### src/rtl/arb_pkg.sv
`default_nettype none
// ============================================================================
//  Module      : arb_pkg
//  Description : Shared definitions for the round-robin arbiter: default
//                sizes, the controller state encoding and a helper that turns
//                an encoded index into a one-hot vector.
//  Revision    : 1.0 - initial release
// ============================================================================
package arb_pkg;

    localparam int c_n_def    = 8;   // default number of requesters
    localparam int c_idxw_def = 3;   // default index width, clog2(c_n_def)
    localparam int c_max_n    = 16;  // largest supported requester count
    localparam int c_max_idxw = 4;   // index width for c_max_n

    typedef enum logic [0:0] {
        IDLE = 1'b0,
        BUSY = 1'b1
    } state_t;

    // Returns a c_max_n-wide one-hot vector; callers size-cast to their N.
    function automatic logic [c_max_n-1:0] onehot(input logic [c_max_idxw-1:0] idx);
        logic [c_max_n-1:0] v;
        v      = '0;
        v[idx] = 1'b1;
        return v;
    endfunction

endpackage : arb_pkg
`default_nettype wire

### src/rtl/rr_pick.sv
`default_nettype none
// ============================================================================
//  Module      : rr_pick
//  Description : Combinational rotating priority encoder. Rotates the request
//                vector so that position ptr becomes bit 0, finds the lowest
//                set bit, then adds ptr back to recover the real index.
//                An optional mask removes one requester from consideration.
//  Ports       : req      - request vector
//                ptr      - highest-priority index
//                mask_idx - index to exclude when mask_en is set
//                mask_en  - enable the exclusion
//                win_idx  - winning index (valid only when any=1)
//                any      - at least one unmasked request is present
//  Revision    : 1.0 - initial release
// ============================================================================
module rr_pick #(
    parameter int N    = 8,
    parameter int IDXW = 3
) (
    input  logic [N-1:0]    req,
    input  logic [IDXW-1:0] ptr,
    input  logic [IDXW-1:0] mask_idx,
    input  logic            mask_en,
    output logic [IDXW-1:0] win_idx,
    output logic            any
);

    logic [N-1:0]    w_req_m;
    logic [N-1:0]    w_rot;
    logic [IDXW-1:0] w_off;

    always_comb begin
        w_req_m = req;
        if (mask_en) begin
            w_req_m[mask_idx] = 1'b0;
        end

        // N is a power of two, so IDXW-bit addition wraps modulo N.
        w_rot = '0;
        for (int i = 0; i < N; i++) begin
            w_rot[i] = w_req_m[ptr + IDXW'(i)];
        end

        // Scan downwards so the lowest set bit is the last one written.
        w_off = '0;
        for (int i = N - 1; i >= 0; i--) begin
            if (w_rot[i]) begin
                w_off = IDXW'(i);
            end
        end
    end

    assign win_idx = ptr + w_off;
    assign any     = |w_req_m;

endmodule : rr_pick
`default_nettype wire

### src/rtl/rr_arbiter.sv
`default_nettype none
// ============================================================================
//  Module      : rr_arbiter
//  Description : Round-robin arbiter for N requesters. A grant is held until
//                its owner drops req; on release the priority pointer moves
//                one past the owner and the next winner is granted with no
//                idle gap. All outputs are registered.
//  Ports       : clk         - system clock, rising edge
//                rst         - synchronous reset, active high
//                req         - request vector
//                grant       - one-hot grant, zero when idle
//                grant_idx   - encoded owner index, holds when idle
//                grant_valid - high while a grant is active
//                timeout     - one-cycle pulse on a forced revoke
//  Options     : ARB_TIMEOUT_EN - when defined, a grant held for MAX_HOLD
//                cycles is revoked if another requester is waiting.
//                Otherwise timeout is tied low and grants never expire.
//  Revision    : 1.0 - initial release
// ============================================================================
module rr_arbiter
    import arb_pkg::*;
#(
    parameter int N        = c_n_def,
    parameter int IDXW     = c_idxw_def,
    parameter int MAX_HOLD = 16
) (
    input  logic            clk,
    input  logic            rst,
    input  logic [N-1:0]    req,
    output logic [N-1:0]    grant,
    output logic [IDXW-1:0] grant_idx,
    output logic            grant_valid,
    output logic            timeout
);

    state_t          state_q, state_d;
    logic [N-1:0]    grant_q, grant_d;
    logic [IDXW-1:0] idx_q, idx_d;
    logic            valid_q, valid_d;
    logic [IDXW-1:0] ptr_q, ptr_d;

    logic [IDXW-1:0] w_next_ptr;
    logic [IDXW-1:0] w_pick_ptr;
    logic [IDXW-1:0] w_win_idx;
    logic            w_any;
    logic            w_busy;
    logic            w_release;
    logic            w_revoke;
    logic            w_load;

    assign w_busy     = (state_q == BUSY);
    assign w_next_ptr = idx_q + IDXW'(1);
    assign w_release  = w_busy && !req[idx_q];

`ifdef ARB_TIMEOUT_EN
    localparam int c_holdw = $clog2(MAX_HOLD + 1);

    logic [c_holdw-1:0] hold_q, hold_d;
    logic               timeout_q, timeout_d;
    logic               w_hold_max;

    assign w_hold_max = (hold_q == c_holdw'(MAX_HOLD - 1));
    // Only revoke when someone else is waiting; the owner is masked below.
    assign w_revoke   = w_busy && req[idx_q] && w_hold_max && w_any;
`else
    assign w_revoke   = 1'b0;
`endif

    // Pointer used for this cycle's pick: one past the owner when the grant
    // is being handed on, otherwise the stored pointer. Kept outside the
    // next-state block so the pick never depends on its own result.
    assign w_pick_ptr = (w_release || (w_busy && req[idx_q])) ? w_next_ptr : ptr_q;

    // While BUSY the owner is always excluded: on release its bit is already
    // zero, and on a revoke it must not win again.
    rr_pick #(
        .N    (N),
        .IDXW (IDXW)
    ) u_pick (
        .req      (req),
        .ptr      (w_pick_ptr),
        .mask_idx (idx_q),
        .mask_en  (w_busy),
        .win_idx  (w_win_idx),
        .any      (w_any)
    );

    always_comb begin
        state_d = state_q;
        grant_d = grant_q;
        idx_d   = idx_q;
        valid_d = valid_q;
        ptr_d   = ptr_q;
        w_load  = 1'b0;

        case (state_q)
            IDLE: begin
                if (w_any) begin
                    w_load  = 1'b1;
                    state_d = BUSY;
                end
            end
            BUSY: begin
                if (w_release || w_revoke) begin
                    ptr_d = w_next_ptr;
                    if (w_any) begin
                        w_load = 1'b1;
                    end else begin
                        grant_d = '0;
                        valid_d = 1'b0;
                        state_d = IDLE;
                    end
                end
            end
            default: begin
                state_d = IDLE;
            end
        endcase

        if (w_load) begin
            grant_d = N'(onehot(c_max_idxw'(w_win_idx)));
            idx_d   = w_win_idx;
            valid_d = 1'b1;
        end
    end

`ifdef ARB_TIMEOUT_EN
    always_comb begin
        timeout_d = w_revoke;
        hold_d    = hold_q;
        if (w_load) begin
            hold_d = '0;
        end else if (w_busy && !w_hold_max) begin
            hold_d = hold_q + c_holdw'(1);
        end
    end

    always_ff @(posedge clk) begin
        if (rst) begin
            hold_q    <= '0;
            timeout_q <= 1'b0;
        end else begin
            hold_q    <= hold_d;
            timeout_q <= timeout_d;
        end
    end

    assign timeout = timeout_q;
`else
    assign timeout = 1'b0;
`endif

    always_ff @(posedge clk) begin
        if (rst) begin
            state_q <= IDLE;
            grant_q <= '0;
            idx_q   <= '0;
            valid_q <= 1'b0;
            ptr_q   <= '0;
        end else begin
            state_q <= state_d;
            grant_q <= grant_d;
            idx_q   <= idx_d;
            valid_q <= valid_d;
            ptr_q   <= ptr_d;
        end
    end

    assign grant       = grant_q;
    assign grant_idx   = idx_q;
    assign grant_valid = valid_q;

endmodule : rr_arbiter
`default_nettype wire

### config.mk
export PLATFORM = sky130hd
export DESIGN_NAME = rr_arbiter
export DESIGN_NICKNAME = d
export VERILOG_FILES = /design/src/rtl/arb_pkg.sv /design/src/rtl/rr_pick.sv /design/src/rtl/rr_arbiter.sv
export SDC_FILE = /design/constraint.sdc
export NUM_CORES = 1
export LEC_CHECK = 0
export BUFFER_PORTS_ARGS = -buffer_cell sky130_fd_sc_hd__buf_4
export CAP_MARGIN = 20
export CORE_UTILIZATION = 62
export DETAILED_ROUTE_END_ITERATION = 10
export PLACE_DENSITY = 0.85
export SLEW_MARGIN = 20
export SYNTH_ARGS = -nofsm -noshare
export SYNTH_HDL_FRONTEND = slang
export SYNTH_SLANG_ARGS = --single-unit
### constraint.sdc
create_clock -name clk -period 6.8 [get_ports clk]
set_input_delay 0.68 -clock clk [delete_from_list [all_inputs] [get_ports clk]]
set_output_delay 0.68 -clock clk [all_outputs]
set_load 0.01 [all_outputs]
==> run_results.csv <==
group,metric,value,unit
pwr,power_density,470,nW/um2
sta,period_share,67.3,%
critical_path,cp_slowest_cell,"dfxtp_1",
pwr,netSwitchingFraction,50.1,%
layout,nFillCells,185,
yosys,yosys.area.top_type,"dfxtp_1",
yosys,synth.mux.area_fraction,14.6,%
pwr,seqPwrFrac,18.1,%
sta,finClkSkew,1.38,ps
floorplan,io_pins,23,
pwr,power_frac_clock,7.6,%
drt,via_per_inst,6.83,
drt,drtPass1Iterations,4,
clocking,cts_setup_buffers,0,
clocking,hold_buffers,0,
worst_hold_path,hp-start,"grant[4]$_SDFFE_PP0P_",
global_routing,overflow,0,
sta,fin_setup_tns,0,ps
layout,nNetsFinal,217,
yosys,synth_seq_cells,16,
sta,drv_slew,0,
drt,post_drt_wl_per_cell,17.3,um
yosys,synth_xor_area_share,4.28,%
clocking,clk_pin_slew_worst_paths,90,ps
sta,report.final.setup_viol,0,
critical_path,critical_path.top_delay_family,"adder cells",
critical_path,crit_top_cell,"ha_1",
yosys,yosys-top-cells-area,"dfxtp_1 20%, mux4_2 5.6%, nand2_1 4.4%",
floorplan,die_w,52.9,um
critical_path,cp_cell_sequence,"ha_1 > mux2i_4 > inv_2 > ha_1 > inv_1 > o2111ai_1 > and4_1 > a221oi_2 > nor2_1 > nand2_1 > a211o_1 > fa_1 > xnor2_1 > xnor2_2 > a32o_1",
sta,rsz0062_at_grt,"no",
floorplan,die-height,52.9,um
floorplan,die_area,2800,um2
critical_path,critPathArrivalTime,4820,ps
critical_path,worst_setup_path_end_kind,"flop",
clocking,clock_latency,290,ps
layout,final_area,1780,um2
place,port_buffers,21,
critical_path,slowest_delay,700,ps
layout,mostFrequentLayoutCells,"22 x buf_4, 19 x nand2_1, 16 x dfxtp_1",
worst_hold_path,hold_depth,2,
drt,finalWirelength,3.99,mm
layout,antenna_cells,0,
layout,final_common_cell,"buf_4",
layout,drive_gt1_share,22.9,%
clocking,cts_tree,"built",
critical_path,critPathMaxFanout,18,
status,run_status,"finished clean",
global_routing,grt_pass1_wl,6.51,mm
clocking,numCtsBuffers,3,
yosys,mappedNetlistArea,1610,um2
critical_path,timing.reg2reg.setup_slack,2230,ps
drt,drcViolationCount,0,
sta,relSlewSlack,52.9,%
global_routing,grt_max_degree,19,
global_routing,grt_use_total,32.1,%
place,placedInstanceArea,1750,um2
pwr,p_leak,0.727,nW
yosys,synth_top_family_by_area,"compound AO/OA/AOI/OAI gates",
place,dp_hpwl,3.10,mm
pwr,p_int,0.000418,W
floorplan,core-area,2450,um2
clocking,h-tree-depth,1,
critical_path,rr_startpoint,"grant_idx[0]$_SDFFE_PP0P_",
yosys,syn-num-nets,199,
yosys,postSynthAreaPerCell,8.74,um2
sta,min_period,4570,ps
global_routing,grt_antenna_before_repair,0,
clocking,cts_max_path_buffers,2,
critical_path,r2r_end,"grant[0]$_SDFFE_PP0P_",
drt,vias,1577,
critical_path,worst_ep_required_time,7040,ps
yosys,synth_simple_gate_area_share,24.1,%
worst_hold_path,hold_class,"reg -> reg",
pwr,power_frac_comb,74.3,%
place,globalplace.congestion,0.962,
yosys,synth_top_area_share,19.9,%
sta,fmax,219,MHz
yosys,synth_compound_area_share,26.3,%
floorplan,num_rows,18,
drt,antenna_left,0,
critical_path,ff2ff_path_depth,15,
clocking,root_buffer,"clkbuf_4",
global_routing,grt_pass1_vias,1407,
yosys,ys_warn_count,0,
yosys,ys_types,58,
layout,syn_to_final_growth,10.7,%
yosys,synthAdderAreaFrac,4.35,%
pwr,ir_worst_vdd,316,uV
clocking,clock_sinks,16,
yosys,syn_inst,184,
sta,hold_viol_final,0,
yosys,ys_seq_area_share,19.9,%
critical_path,crit_path_start_kind,"flop",
flow_run,maxCapViolations,0,
critical_path,crit_buf_inv,2,
critical_path,worst-setup-path-type,"reg -> reg",
floorplan,initial_utilization,65.5,%
clocking,ctsResizeCount,0,
pwr,p_switching,0.000420,W
worst_hold_path,min_to,"grant[4]$_SDFFE_PP0P_",
drt,first_iter_violations,108,
layout,fin_util,72.6,%
sta,worst_slew_pin_slew,706,ps
[cells in the mapped netlist, drive strengths merged]
cell and n:
or2 2, ha 4, dfxtp 16, o311ai 1, nand2 19, o211ai 4
nand2b 4, o31ai 2, nand4bb 1, clkbuf 1, and3 2, and3b 2
or4 1, mux4 6, and2 5, a311oi 2, nand3 7, nor3 2
o21a 4, a32o 2, mux2i 8, a21oi 7, nand4 3, fa 1
buf 8, nand4b 2, o221a 1, a211o 1, inv 9, nor2 13
a22oi 1, xnor2 6, and4 1, a22o 2, nor2b 4, conb 1
o31a 2, o22ai 5, o22a 1, o2111ai 4, xor2 1, a221oi 4
o221ai 1, o21ai 11
[through the flow]
| stage | hold slack (ps) | setup slack (ps) | std cells | total power (W) |
|---|---|---|---|---|
| floorplan | 463 | 2860 | 184 | 0.000632 |
| global placement | 438 | 2480 | 227 | 0.000733 |
| detailed placement | 446 | 2280 | 227 | 0.000762 |
| CTS | 460 | 2250 | 231 | 0.000828 |
| global route | 478 | 1940 | 231 | 0.000900 |
| finish | 454 | 2230 | 231 | 0.000838 |
[area by class of cell]
class | count | area [um2] | area share, %
Multi-Input combinational cell | 150 | 1190 | 66.7
Timing Repair Buffer | 22 | 165 | 9.27
Sequential cell | 16 | 320 | 18.0
Clock buffer | 4 | 36.3 | 2.04
Inverter | 9 | 33.8 | 1.90
Tap cell | 30 | 37.5 | 2.11
[flip-flops by register name, summed over array words and instances (netlist names)]
register     count
grant            8
ptr_q            3
grant_idx        3
state_q          1
grant_valid      1
[power by group through the flow]
stage	logic, W	clock network [W]	registers (W)
floorplan	0.000489	0	0.000143
global placement	0.000582	0	0.000151
detailed placement	0.000609	0	0.000153
CTS	0.000611	0.0000651	0.000152
global route	0.000675	0.0000696	0.000156
finish	0.000622	0.0000637	0.000152
[routing by layer]
| metal | vias to the layer above | track usage [%] | wire length, um |
|---|---|---|---|
| met2 | 77 | 49.8 | 1860 |
| met1 | 746 | 42.8 | 1740 |
| met3 | 11 | 6.90 | 302 |
| li1 | 743 | - | - |
| met4 | 0 | 13.6 | 83 |
| met5 | - | 0 | 0 |
[worst max-delay path by stage]
stage,from,endpoint,depth (start not counted)
after CTS,grant_idx[0]$_SDFFE_PP0P_,grant[0]$_SDFFE_PP0P_,15
after global placement,grant_idx[0]$_SDFFE_PP0P_,grant[1]$_SDFFE_PP0P_,15
after detailed placement,grant_idx[0]$_SDFFE_PP0P_,grant[0]$_SDFFE_PP0P_,15
final,grant_idx[0]$_SDFFE_PP0P_,grant[0]$_SDFFE_PP0P_,15
after floorplan,grant_idx[0]$_SDFFE_PP0P_,grant[0]$_SDFFE_PP0P_,15
after global routing,grant_idx[0]$_SDFFE_PP0P_,grant[2]$_SDFFE_PP0P_,15
[cell families (layout without fill, tap and decap cells)]
group | count (synthesis) | in the layout
muxes | 14 | 14
and+or+nand+nor | 68 | 68
buffers and inverters | 18 | 35
xor gates and xnor gates | 7 | 7
other | 1 | 1
adders and majority gates | 5 | 5
AOI/OAI and AO/OA | 55 | 55
DFF | 16 | 16
[tightest hold or removal path: stages, from the launching register on]
cell and delay [ps]:
dfxtp_1 320, nand2_1 50, o21ai_1 50
Note: power is estimated with default switching activity, not from simulation.
